File: config.mk
export PLATFORM = sky130hd
export DESIGN_NAME = pixel_stream_acc
export DESIGN_NICKNAME = d
export VERILOG_FILES = /design/src/rtl/acc_pkg.sv /design/src/rtl/pixel_lane_xform.sv /design/src/rtl/pixel_stream_acc.sv
export SDC_FILE = /design/constraint.sdc
export NUM_CORES = 1
export LEC_CHECK = 0
export BUFFER_PORTS_ARGS = -buffer_cell sky130_fd_sc_hd__buf_2
export CORE_MARGIN = 2
export CORE_UTILIZATION = 60
export DETAILED_ROUTE_END_ITERATION = 6
export PLACE_DENSITY_LB_ADDON = 0.05
export SLEW_MARGIN = 20
export SYNTH_ARGS = -nofsm -noshare
export SYNTH_HDL_FRONTEND = slang
export SYNTH_SLANG_ARGS = --single-unit
File: constraint.sdc
create_clock -name clk -period 9.5 [get_ports clk]
set_input_delay 1.9 -clock clk [delete_from_list [all_inputs] [get_ports clk]]
set_output_delay 1.9 -clock clk [all_outputs]
set_load 0.01 [all_outputs]
File: src/rtl/acc_pkg.sv
// Shared types and widths for the pixel stream accelerator.
package acc_pkg;

  localparam int unsigned PIX_W  = 8;
  localparam int unsigned WORD_W = 32;
  localparam int unsigned ADDR_W = 16;

  typedef enum logic [1:0] {
    INVERT  = 2'b00,
    THRESH  = 2'b01,
    PASS    = 2'b10,
    ADD_SAT = 2'b11
  } mode_t;

  typedef enum logic [2:0] {
    StIdle,
    StRead,
    StCapt,
    StWrite,
    StDrain,
    StDone
  } state_t;

endpackage

File: src/rtl/pixel_lane_xform.sv
// Combinational point operation on one 8-bit pixel lane; clip flags a saturated add.
module pixel_lane_xform
  import acc_pkg::*;
(
  input  logic [PIX_W-1:0] p,
  input  logic [PIX_W-1:0] param,
  input  logic [1:0]       mode,
  output logic [PIX_W-1:0] q,
  output logic             clip
);

  logic [PIX_W:0] w_sum;

  always_comb begin
    w_sum = {1'b0, p} + {1'b0, param};
    q     = p;
    clip  = 1'b0;
    case (mode_t'(mode))
      INVERT:  q = ~p;
      THRESH:  q = (p >= param) ? '1 : '0;
      PASS:    q = p;
      ADD_SAT: begin
        q    = w_sum[PIX_W] ? '1 : w_sum[PIX_W-1:0];
        clip = w_sum[PIX_W];
      end
      default: q = p;
    endcase
  end

endmodule

File: src/rtl/pixel_stream_acc.sv
// Streams an image word by word from src_base to dst_base through a per-lane point
// operation, overlapping the read of word k with the write of word k-1.
module pixel_stream_acc
  import acc_pkg::*;
#(
  parameter int unsigned IMG_W        = 352,
  parameter int unsigned IMG_H        = 288,
  parameter int unsigned PIX_PER_WORD = 4,
  localparam int unsigned N_WORDS     = IMG_W * IMG_H / PIX_PER_WORD,
  localparam int unsigned CNT_W       = $clog2(N_WORDS + 1)
) (
  input  logic              clk,
  input  logic              reset,
  input  logic              start,
  input  logic [1:0]        mode,
  input  logic [7:0]        param,
  input  logic [15:0]       src_base,
  input  logic [15:0]       dst_base,
  output logic [15:0]       addr,
  input  logic [31:0]       dataR,
  output logic [31:0]       dataW,
  output logic              en,
  output logic              we,
  output logic              finish,
  output logic [CNT_W+1:0]  sat_count
);

  localparam int unsigned SAT_W  = CNT_W + 2;
  localparam int unsigned CLIP_W = $clog2(PIX_PER_WORD + 1);

  state_t              r_state, w_state_nxt;
  logic [CNT_W-1:0]    r_k;
  logic [1:0]          r_mode;
  logic [PIX_W-1:0]    r_param;
  logic [ADDR_W-1:0]   r_src, r_dst;
  logic [WORD_W-1:0]   r_out;
  logic [SAT_W-1:0]    r_sat;

  logic                w_accept, w_capture;
  logic [WORD_W-1:0]   w_word;
  logic [PIX_PER_WORD-1:0] w_clip;
  logic [CLIP_W-1:0]   w_clip_cnt;

  for (genvar i = 0; i < PIX_PER_WORD; i++) begin : g_lane
    pixel_lane_xform u_lane (
      .p     (dataR[i*PIX_W +: PIX_W]),
      .param (r_param),
      .mode  (r_mode),
      .q     (w_word[i*PIX_W +: PIX_W]),
      .clip  (w_clip[i])
    );
  end

  always_comb begin
    w_clip_cnt = '0;
    for (int i = 0; i < PIX_PER_WORD; i++) begin
      w_clip_cnt = w_clip_cnt + CLIP_W'(w_clip[i]);
    end
  end

  always_comb begin
    w_state_nxt = r_state;
    w_accept    = 1'b0;
    w_capture   = 1'b0;
    addr        = '0;
    dataW       = '0;
    en          = 1'b0;
    we          = 1'b0;
    finish      = 1'b0;
    case (r_state)
      StIdle: begin
        if (start) begin
          w_accept    = 1'b1;
          w_state_nxt = StRead;
        end
      end
      StRead: begin
        en          = 1'b1;
        addr        = r_src + ADDR_W'(r_k);
        w_state_nxt = (r_k == '0) ? StCapt : StWrite;
      end
      StCapt: begin
        w_capture   = 1'b1;
        w_state_nxt = (N_WORDS == 1) ? StDrain : StRead;
      end
      StWrite: begin
        // Write word k-1 while capturing word k from the read issued last cycle.
        en          = 1'b1;
        we          = 1'b1;
        addr        = r_dst + ADDR_W'(r_k) - ADDR_W'(1);
        dataW       = r_out;
        w_capture   = 1'b1;
        w_state_nxt = (32'(r_k) + 32'd1 < N_WORDS) ? StRead : StDrain;
      end
      StDrain: begin
        en          = 1'b1;
        we          = 1'b1;
        addr        = r_dst + ADDR_W'(N_WORDS - 1);
        dataW       = r_out;
        w_state_nxt = StDone;
      end
      StDone: begin
        finish = 1'b1;
        if (!start) w_state_nxt = StIdle;
      end
      default: w_state_nxt = StIdle;
    endcase
  end

  always_ff @(posedge clk) begin
    if (!reset) begin
      r_state <= StIdle;
      r_k     <= '0;
      r_mode  <= '0;
      r_param <= '0;
      r_src   <= '0;
      r_dst   <= '0;
      r_out   <= '0;
      r_sat   <= '0;
    end else begin
      r_state <= w_state_nxt;
      if (w_accept) begin
        r_mode  <= mode;
        r_param <= param;
        r_src   <= src_base;
        r_dst   <= dst_base;
        r_k     <= '0;
        r_sat   <= '0;
      end
      if (w_capture) begin
        r_out <= w_word;
        r_k   <= r_k + CNT_W'(1);
        r_sat <= r_sat + SAT_W'(w_clip_cnt);
      end
    end
  end

  assign sat_count = r_sat;

endmodule

---- Yosys cells after proc, flatten, opt, wreduce, memory -nomap -nowiden ----
Cells that the tools add are included.
storage, ports and cells
  register bits after elaboration ......... 109
  bits in latches ......................... 0
  RAM bits ................................ 0
  ROM bits ................................ 0
  input bits .............................. 77
  output and inout port bits .............. 68
  word-level logic and storage cells ...... 82
  memories ................................ 0
operators by class
  add/subtract/negate cells ............... 14
  $mul .................................... 0
  div/mod/pow operators ................... 0
  order comparisons ....................... 5
  equal/unequal tests ..................... 10
  shifts and indexed selects .............. 0
  mux-type cells .......................... 33
  bitwise logic cells ..................... 4
  reductions and logical operators ........ 8
operator list
  operator                  number
  $pmux W8 S4               4
  $mux W8                   8
  $pmux W16 S3              1
  $add A8 B8 Y9             4
  $mux W17                  2
  $add A16 B15 Y16          2
  $ge A8 B8 Y1              4
  $mux W32                  1
  $not A8 Y8                4
  $mux W15                  2
  $pmux W3 S6               1
  $add A17 B3 Y17           1
  $add A15 B1 Y16 const B   1
  $add A16 B15 Y16 const B  1
  $lt A16 B15 Y1 const B    1
  $sub A16 B1 Y16 const B   1
  $add A15 B1 Y15 const B   1
  $logic_not A15 Y1         1
  $mux W1                   11
  $mux W3                   3
  $eq A3 B2 Y1 const B      2
  $eq A3 B3 Y1 const B      2
  $eq A2 B2 Y1 const B      2
  $ne A2 B2 Y1 const B      2
  other kinds (11)          12

---- Depth between registers and ports, before layout ----
  depth in word-level cells ............... 7
  depth in mapped cells ................... 18
  depth with buffers taken out ............ 18

---- Hierarchy ----
A second synthesis with hierarchy kept.
unflattened totals
  cells, all modules ...................... 1375
  area, all modules ....................... 10262.3 sq um
by module, submodules not included
  module                               times used  cells each  area an instance (sq um)  seq. area each (sq um)
  pixel_stream_acc                     1           941         7079.3                    2182.1
  pixel_lane_xform (g_lane[1].u_lane)  1           120         879.6                     0.0
  pixel_lane_xform (g_lane[0].u_lane)  1           107         787.0                     0.0
  pixel_lane_xform (g_lane[2].u_lane)  1           104         765.7                     0.0
  pixel_lane_xform (g_lane[3].u_lane)  1           103         750.7                     0.0

---- Least setup slack after synthesis ----
No wires, ideal clock.
  path kind ............................... input-to-reg
  start ................................... input port dataR[16]
  end ..................................... register r_sat[14], in the netlist sat_count[14]
  setup time .............................. 0.128 ns
  data arrival time ....................... 5.448 ns
  data required time ...................... 9.372 ns
  setup slack ............................. 3.924 ns
  stages .................................. 18
  path through ............................ ha_1 > fa_1 > nand2b_1 > a21oi_1 > o31a_1 > nor2_1 > o21a_1 > fa_1 > fa_1 > inv_1 > fa_1 > nand3_1 > or3_1 > nor3_1 > nand3_1 > nand3_1 > o21a_1 > nor2_1
on the way
  word-level cells in the longest chain between the ends .. 6
RTL lines
  item                    line                     source
  start: declaration      pixel_stream_acc.sv:20   input logic [31:0] dataR,
  $add A8 B8 Y9           pixel_lane_xform.sv:15   w_sum = {1'b0, p} + {1'b0, param};
  $mux W1                 pixel_lane_xform.sv:18   case (mode_t'(mode))
  $add A2 B1 Y3           pixel_stream_acc.sv:57   w_clip_cnt = w_clip_cnt + CLIP_W'(w_clip[i]);
  $add A3 B1 Y3           pixel_stream_acc.sv:57
  $add A17 B3 Y17         pixel_stream_acc.sv:133  r_sat <= r_sat + SAT_W'(w_clip_cnt);
  $mux W17                pixel_stream_acc.sv:130  if (w_capture) begin
  end signal: assignment  pixel_stream_acc.sv:133
  end: declaration        pixel_stream_acc.sv:37   logic [SAT_W-1:0] r_sat;
Every way passes these cells.
A chain may end at the register's enable or synchronous reset.

---- Final worst setup path ----
Same ends and word-level chain as after synthesis.

==> summary.txt <==
Logic synthesis
  • Cells after Synth: 1312
  • Main synth FF type: dfxtp_1
  • Register bit count reported by yosys: 109
  • Mapped Area: 9770 um2
  • Top post-synthesis cells by area: dfxtp_1 (22%), ha_1 (14%), a21oi_1 (6.8%)
  • Post-Synth Simple-Gate Area: 0.225
  • Top cell type by total area after synthesis: dfxtp_1
  • Syn Nets: 1510
  • Avg Cell Area, Syn: 7.45 um2
  • Yosys cell types: 87
  • Post-synth EDFFs: 0
  • Most frequent cells after synthesis: nand2_1 (164), a21oi_1 (132), ha_1 (112)
  • Adder-cell share of the synthesized area: 0.162
  • Multiplexer share of the synthesized area: 0.0115
  • Share of the synthesized area in the top cell type: 0.223
  • Synth Area in XOR/XNOR: 0.0538
  • Sequential share of the synthesized area: 0.223
  • Compound-Gate Fraction of Synth Area: 0.261
  • YS warnings: 0
  • Largest family of logic cells by synthesized area: compound AO/OA/AOI/OAI gates
  • FFs w/ async S/R, synth: 0
  • Top-count cell post-synth: nand2_1

Floorplan
  • Rows: 46
  • Die Ht: 132 um
  • Core Footprint: 15900 um2
  • # IOs: 145
  • Starting Density: 0.615
  • Die area: 17300 um2
  • Chip Width: 132 um

Drt
  • Post-DRT Antenna Nets: 0
  • Initial DRC count: 805
  • M1 WL: 12800 um
  • Max layer used: met4
  • Vias per std cell: 6.01
  • DR WL/cell: 17.0 um
  • Met2 wire len: 12200 um
  • Final WL: 27900 um
  • 1st-pass router iterations: 6
  • # DRC: 0
  • Vias: 9829
  • Met3 WL: 2170 um

Layout
  • Layout net count: 1612
  • Synth-to-layout area growth: 11.5%
  • Antenna fix cells: 0
  • Fillers: 1428
  • Fraction of layout cells with a size suffix above 1: 0.144

Timing
  • Sum of negative setup slack: 0 ps
  • Minimum clock period after layout: 5770 ps
  • RSZ-0062 raised after global routing: false
  • Fmax: 0.173 GHz
  • Slew Viols, Final: 0
  • Rel. slew slack: 0.217
  • Hold Fails Final Rpt: 0
  • Setup Skew: 14.7 ps
  • Tcrit/Tclk final: 0.607
  • Final setup viols: 0
  • Worst Tran Pin Value: 1170 ps

Critical path
  • Worst setup path class: in2reg
  • Slowest stage delay, CP: 490 ps
  • Startpoint Class: input port
  • CP cell instances: buf_2 -> ha_1 -> fa_1 -> nand2b_1 -> a21oi_1 -> o31a_1 -> nor2_1 -> o21a_1 -> fa_1 -> fa_1 -> inv_1 -> fa_1 -> nand3_1 -> or3_1 -> nor3_1 -> nand3_1 -> nand3_1 -> o21a_1 -> nor2_1
  • Setup crit end kind: flop
  • R2R setup slack: 4520 ps
  • Critical Path RT: 9740 ps
  • R2R depth: 17
  • Launch point of the worst path: dataR[16]
  • Worst r2r src: r_param[2]
  • WP data arrival: 6010 ps
  • Slowest cell on crit path: fa_1
  • R2R Path End: sat_count[14]
  • Crit path top cell by count: fa_1
  • Crit path max fanout: 5

Clock tree
  • Clock Pin Slew Worst Setup and Hold Paths: 90 ps
  • Post-CTS setup buffers: 0
  • H-Tree Level Count: 3
  • CTS tree: yes
  • Gates resized, CTS repair: 0
  • Clock Latency Late Sink: 380 ps
  • CTS Buffer Depth: 2
  • Cts bufs inserted: 9
  • Cts hold-fix bufs: 0
  • CTS Root Cell: clkbuf_16
  • Clock sinks: 109

Place
  • DP HPWL: 20300 um
  • Port Buffers: 144
  • Gpl congestion: 0.965

GRT
  • First-pass GRT wire length: 45300 um
  • Largest net degree at the start of global routing: 76
  • Grt ovf: 0
  • Total track usage: 0.318
  • Vias in the first global route: 9015
  • Initial antenna violation count: 0

Hold path
  • HP Class: reg2reg
  • Hold Path Cell Cnt: 2
  • Hold path endpoint: r_out[19]
  • Hold Crit Start: r_out[19]

Power
  • Sw power: 0.000479 W
  • P_int: 0.000829 W
  • Sequential power share: 0.388
  • Clock share of power: 0.304
  • Pleak: 4.84 nW
  • Worst VDD drop: 0.114 mV
  • PD cells: 120 nW/um2
  • Total power draw: 0.00131 W
  • Comb pwr share: 0.308
  • Switching Share: 0.366

Job
  • Max Cap Viol: 0

Outcome
  • Outcome: complete, no violations
cell families (layout without fill, tap and decap cells):
logic type / count (synthesis) / after routing
flip-flops: 109 / 109
XOR/XNOR: 60 / 60
AO/OA/AOI/OAI: 395 / 395
AND/OR/NAND/NOR: 456 / 456
adder cells (fa/ha/maj): 121 / 121
buffers and inverters: 160 / 267
multiplexers: 11 / 11
flip-flops by register name, summed over array words and instances, names as in the netlist:
| name | count |
|---|---|
| r_param | 8 |
| r_k | 15 |
| r_state | 3 |
| r_mode | 2 |
| r_src | 16 |
| r_out | 32 |
| sat_count | 17 |
| r_dst | 16 |
placed cells by master, fill, tap and decap left out, types with 10 or more instances in the layout:
cell and n:
inv_1 97, a31oi_1 18, xor2_1 21, a221oi_1 10
o21a_1 17, a21oi_1 132, o21ai_0 74, nor2_1 99
ha_1 112, nand3_1 36, o22ai_1 12, and3_1 11
a211oi_1 10, o211ai_1 11, nand4_1 10, and2_1 37
nor2b_1 11, nand2_1 164, a21o_1 22, nand2b_1 19
dfxtp_1 109, a22oi_1 11, nor3_1 27, buf_2 144
xnor2_1 39
worst max-delay path by stage:
| stage | slack [ps] | end |
|---|---|---|
| final | 3730 | sat_count[14] |
| after global routing | 3420 | sat_count[14] |
| after CTS | 3760 | sat_count[14] |
| after detailed placement | 3380 | sat_count[14] |
| after global placement | 3460 | sat_count[16] |
| after floorplan | 3920 | sat_count[14] |
critical path: cells and delay by family:
family                     cells  cell delay [ps]
adders and majority gates      5             1770
and+or+nand+nor                8             1470
AOI/OAI and AO/OA              4              650
buffers and inverters          2              210
power by group through the flow:
stage / registers [W] / clock network, W / logic (W)
global placement: 0.000517 / 0 / 0.000387
global route: 0.000511 / 0.000419 / 0.000447
CTS: 0.000507 / 0.000402 / 0.000397
detailed placement: 0.000518 / 0 / 0.000393
floorplan: 0.000505 / 0 / 0.000297
finish: 0.000508 / 0.000397 / 0.000403
through the flow:
step,setup slack (ps),util,instances,hold slack (ps),cell area [um2]
after floorplan,3920,-,1312,407,9770
after CTS,3760,0.686,1635,437,10900
after detailed placement,3380,0.666,1619,425,10600
final,3730,0.686,1635,435,10900
after global routing,3420,0.686,1635,454,10900
after global placement,3460,0.666,1619,418,10600
layer usage:
metal,GRT usage,up-vias
li1,-,4844
met1,0.438,4555
met2,0.499,375
met3,0.0617,55
met4,0.105,0
met5,0,-
cell type report:
class	instances	area [um2]	area share
inverter	98	368	0.0338
timing repair buffer	153	788	0.0723
clock inverter	7	78.8	0.00723
multi-input combinational	1043	6980	0.641
sequential	109	2180	0.200
clock buffer	9	225	0.0207
tap	216	270	0.0248
(Power assumes the default switching activity.)
